**src/rtl/mem_port_arbiter.sv**
```systemverilog
// mem_port_arbiter: shares one single-port synchronous memory between
// instruction fetch (IF) and data load/store (D). Grants are combinational,
// responses come back one cycle later. D has priority over IF.
// Optional fetch-starvation guard: define MEM_ARB_STARVE_GUARD_EN.
module mem_port_arbiter #(
  parameter int unsigned ADDR_W      = 32,
  parameter int unsigned DATA_W      = 32,
  parameter int unsigned MAX_DSTREAK = 4
) (
  input  logic                clk,
  input  logic                rst,
  input  logic                if_req,
  input  logic [ADDR_W-1:0]   if_addr,
  output logic                if_gnt,
  output logic                if_rvalid,
  output logic [DATA_W-1:0]   if_rdata,
  input  logic                d_req,
  input  logic                d_we,
  input  logic [ADDR_W-1:0]   d_addr,
  input  logic [DATA_W-1:0]   d_wdata,
  input  logic [DATA_W/8-1:0] d_be,
  output logic                d_gnt,
  output logic                d_rvalid,
  output logic [DATA_W-1:0]   d_rdata,
  output logic                mem_en,
  output logic                mem_we,
  output logic [ADDR_W-1:0]   mem_addr,
  output logic [DATA_W-1:0]   mem_wdata,
  output logic [DATA_W/8-1:0] mem_be,
  input  logic [DATA_W-1:0]   mem_rdata,
  output logic                busy
);

  localparam int unsigned BE_W     = DATA_W / 8;
  localparam int unsigned STREAK_W = 4;

  typedef enum logic [1:0] {
    IDLE    = 2'd0,
    RESP_IF = 2'd1,
    RESP_D  = 2'd2
  } state_e;

  state_e state_q, state_d;
  logic   force_if;

`ifdef MEM_ARB_STARVE_GUARD_EN
  logic [STREAK_W-1:0] streak_q, streak_d;

  // Count D wins over a waiting fetch; a fetch win or an idle fetch clears it.
  always_comb begin
    streak_d = streak_q;
    if (!if_req || if_gnt) begin
      streak_d = '0;
    end else if (d_gnt) begin
      streak_d = streak_q + STREAK_W'(1);
    end
  end

  // Streak register.
  always_ff @(posedge clk) begin
    if (!rst) begin
      streak_q <= '0;
    end else begin
      streak_q <= streak_d;
    end
  end

  assign force_if = if_req && d_req && (streak_q == STREAK_W'(MAX_DSTREAK));
`else
  logic unused_max_dstreak;
  assign unused_max_dstreak = ^(STREAK_W'(MAX_DSTREAK));
  assign force_if = 1'b0;
`endif

  // One-hot grant: D first unless the guard hands this slot to IF.
  always_comb begin
    if_gnt = 1'b0;
    d_gnt  = 1'b0;
    if (rst) begin
      if (d_req && !force_if) begin
        d_gnt = 1'b1;
      end else if (if_req) begin
        if_gnt = 1'b1;
      end
    end
  end

  // Forward the winner's command; IF is always a full-word read.
  always_comb begin
    mem_en    = if_gnt | d_gnt;
    mem_we    = 1'b0;
    mem_addr  = '0;
    mem_wdata = '0;
    mem_be    = '0;
    if (d_gnt) begin
      mem_we    = d_we;
      mem_addr  = d_addr;
      mem_wdata = d_wdata;
      mem_be    = d_be;
    end else if (if_gnt) begin
      mem_addr = if_addr;
      mem_be   = {BE_W{1'b1}};
    end
  end

  // Response state register; reset drops any outstanding response.
  always_ff @(posedge clk) begin
    if (!rst) begin
      state_q <= IDLE;
    end else begin
      state_q <= state_d;
    end
  end

  // Next state follows this cycle's grant.
  always_comb begin
    state_d = IDLE;
    if (if_gnt) begin
      state_d = RESP_IF;
    end else if (d_gnt) begin
      state_d = RESP_D;
    end
  end

  // Response routing decoded from the registered state.
  always_comb begin
    if_rvalid = (state_q == RESP_IF);
    d_rvalid  = (state_q == RESP_D);
    busy      = (state_q != IDLE);
    if_rdata  = mem_rdata;
    d_rdata   = mem_rdata;
  end

endmodule
```
**config.mk**
```make
export PLATFORM = sky130hd
export DESIGN_NAME = mem_port_arbiter
export DESIGN_NICKNAME = d
export VERILOG_FILES = /design/src/rtl/mem_port_arbiter.sv
export SDC_FILE = /design/constraint.sdc
export NUM_CORES = 1
export LEC_CHECK = 0
export CAP_MARGIN = 30
export CORE_AREA = 2 2 107 109
export DETAILED_ROUTE_END_ITERATION = 7
export DIE_AREA = 0 0 109 111
export GPL_TIMING_DRIVEN = 0
export PLACE_DENSITY_LB_ADDON = 0.12
export SETUP_SLACK_MARGIN = 0.2
export SYNTH_ARGS = -nofsm -noshare
export SYNTH_HDL_FRONTEND = slang
export SYNTH_SLANG_ARGS = --single-unit
```
**constraint.sdc**
```tcl
create_clock -name clk -period 1.9 [get_ports clk]
set_input_delay 0.38 -clock clk [delete_from_list [all_inputs] [get_ports clk]]
set_output_delay 0.38 -clock clk [all_outputs]
set_load 0.01 [all_outputs]
```
# Word-level counts from Yosys, hierarchy flattened

Cells that the tools add are included.

Muxes and demuxes: 13
Equal/unequal tests: 2
Reduce and logical (&&, ||, !) cells: 2
Bitwise operators: 2

Operators with widths:

| cell                                                                   | number |
|---|---|
| 32-bit two-way mux                                                     | 3 |
| 4-bit two-way mux                                                      | 2 |
| 1-bit two-way mux                                                      | 7 |
| 2-bit by 1-bit equality test with 1-bit output (second input constant) | 1 |
| 2-bit equality test (second input constant)                            | 1 |
| 2-bit two-way mux                                                      | 1 |
| 2-bit nonzero test                                                     | 1 |
| 2-bit OR reduction                                                     | 1 |
| 1-bit NOT                                                              | 1 |
| 1-bit bitwise OR                                                       | 1 |

Output and inout port bits: 139
Input bits: 137
Logic and storage cells: 21
Register bits after elaboration: 2

# Logic depth before layout (Yosys ltp)

Depth after elaboration: 5
Gate-level depth with buffers: 5

# Worst setup path before layout

Ideal clock, no wire load.

Kind: input to output
Start point: input rst
End point: output mem_addr[21]
Data arrival time: 1126 ps
Stages: 5
Setup slack: 394 ps
Cell sequence: buf_6 nor2b_4 buf_6 buf_8 a32o_1

Longest elaborated chain between the ends: 3
Elaborated cells between the ends (all ways): 4
Classes of those cells: 4 x mux

Ends and longest elaborated chain:

| item                 | line | RTL |
|---|---|---|
| start: declaration   | 11   | `input logic rst,` |
| 1-bit two-way mux    | 79   | `if (rst) begin` |
| 32-bit two-way mux   | 100  | `end else if (if_gnt) begin` |
| 32-bit two-way mux * | 95   | `if (d_gnt) begin` |
| end: declaration     | 27   | `output logic [ADDR_W-1:0] mem_addr,` |

Mark *: on every way between the ends. The rest lies on a longest branch, timed or not.

# Worst setup path in the final report

Start point: input rst
End point: output mem_addr[27]

The elaborated chain is that of the path after synthesis.

==> results.cfg <==
[critical_path]
critical_path_class = in -> out
arrival_ns = 1.30
cp.required_ns = 1.52
worst-path-max-fanout = 10
endpoint_kind = output port
cp-start-kind = input pin

[logic_synthesis]
syn-cell-area_mm2 = 0.00133
syn_nets = 308
postSynthAreaPerCell_um2 = 7.78
synth_seq_area_share = 0.0301
yosysWarnings = 0
synth_cells = 171
ys_ff_latch = 2
synth_top_area_cell = buf_4
synth_cell_types = 20
synth_area_leaders = buf_4, a32o_1, and3_1, a32o_2, buf_6
yosysTopAreaCellShare = 0.361

[sta]
rsz0062_at_grt = true
fin_crit_ns = 1.68
fmax_mhz = 595
worstMarginPinSlew_ns = 0.295
maxSlewViolCount = 0
timing.final.crit_share = 0.884
setup-tns-final_ns = 0
finalWorstSetupSlack_ns = 0.221
final_hold_viol_count = 0
slew_headroom = 0.803
setup_viol = 0

[global_route]
grt_start_max_net_pins = 11
grt_pass1_vias = 2181
top_usage_layer = met2
grtUsageMet2 = 0.212
antenna_found_initial = 0
grt.total_usage = 0.106
grt_overflow = 0
use_met1 = 0.0995
grt_pass1_wl_mm = 10.4
grtUsageMet3 = 0.0376

[floorplanning]
fp-row-count = 39
dieArea_mm2 = 0.0121
start_util = 0.120
core_mm2 = 0.0111
die_width_um = 109
fp.dieH_um = 111
num_io_pins = 276

[place]
gp_congestion = 0.713
place_area_mm2 = 0.00392
post-dp-hpwl_mm = 6.29
portBuffers = 241
place_ws_ns = -0.738

[cells_and_area]
layout_common_cells = clkdlybuf4s50_1, buf_4, dlygate4sd2_1
layout-drive-gt1-share = 0.347
final_common_cell = clkdlybuf4s50_1
largest_reg_flops = 2
fin_area_mm2 = 0.00398
n_fill_cell = 1194
top_regs = state_q (2)
diodes = 0
post-route-util = 0.359
fin_nets = 557
largest-register = state_q
areaGrowthSynthToFinish_pct = 199

[power_and_ir_drop]
leakage_nw = 2.02
cellPowerDensity_mw_per_mm2 = 302
peakVddDrop_uv = 193

[run_status]
status = finished, final reports clean

[min_path]
hold_path.class = in -> reg

[clock_network]
clock_sink_count = 2
clkTransAtPathRegs_ns = 0.03
post_cts_buffers = 0
cts_tree = yes
hold_buffers = 0
cts_inserted_buffers = 3
clockBufferDepth = 2
root_buffer = clkbuf_16
cts_max_level = 1

[route]
drcViolationCount = 0
drtIter0Drc = 75
routed-via-count = 2146
drt-vias-per-instance = 3.83
dr.pass1.iters = 4
wirelength_mm = 7.50
ant_nets = 0
wl_per_cell_um = 13.4

[job]
drv_cap = 0
==> final timing paths <==
| path | start | end | depth (start not counted) |
|---|---|---|---|
| setup / recovery | rst | mem_addr[27] | 6 |
| hold / removal | rst | state_q[0]$_SDFF_PN0_ | 3 |
==> logic make-up after synthesis <==
| logic type | after synthesis | synth area share |
|---|---|---|
| simple gates | 48 | 0.220 |
| buf+inv | 85 | 0.482 |
| compound gates | 36 | 0.268 |
| flops | 2 | 0.0301 |
==> stage by stage <==
| stage | power, mW | hold slack [ns] | instances |
|---|---|---|---|
| CTS | 1.18 | 0.538 | 558 |
| global placement | 0.909 | 0.751 | 555 |
| floorplan | 0.372 | 0.683 | 171 |
| global route | 1.27 | 0.584 | 561 |
| detailed placement | 0.911 | 0.763 | 555 |
| finish | 1.20 | 0.524 | 561 |
==> layout make-up <==
type                    instances  area (um2)  area share
repair buffers                244        2330       0.586
multi-input cells              84         661       0.166
clock buffers                   3        75.1      0.0189
plain buffers                  84         687       0.173
well taps                     143         179      0.0450
inverters                       1        3.75    0.000944
flip-flops and latches          2        40.0      0.0101
==> synthesized netlist by cell type <==
cell type and instances:
nor2_1 4, a32o_1 19, nand2_1 4, and3_2 4
buf_8 3, buf_6 6, clkbuf_2 1, nand2b_1 1
buf_2 1, dfxtp_1 2, and3_1 29, nor2b_4 1
clkbuf_1 9, a21oi_1 4, nor2b_1 2, buf_4 64
and2_1 2, or2_2 1, a32o_2 13, inv_1 1
==> layer usage <==
layer / up-vias / routed length (um)
met3: 2 / 1010
met4: 0 / 21
li1: 1058 / -
met5: - / 0
met2: 151 / 3960
met1: 935 / 2500
==> worst max-delay path, cell delays in order <==
cell	delay, ns
buf_6	0.11
nor2b_4	0.13
buf_12	0.14
clkbuf_16	0.15
a32o_1	0.25
buf_2	0.14
==> report_power, final <==
group | total, mW | internal (mW) | switching (mW)
registers | 0.0455 | 0.0444 | 0.00109
logic | 0.836 | 0.563 | 0.273
clock network | 0.318 | 0.268 | 0.0497
==> timing repair <==
action                     4_1_cts  5_1_grt
cloned                           0        3
hold endpoints to repair         0        0
setup endpoints to repair       72       22
resized for setup              187       23
pin swaps                        0        2
(Power assumes the default switching activity.)
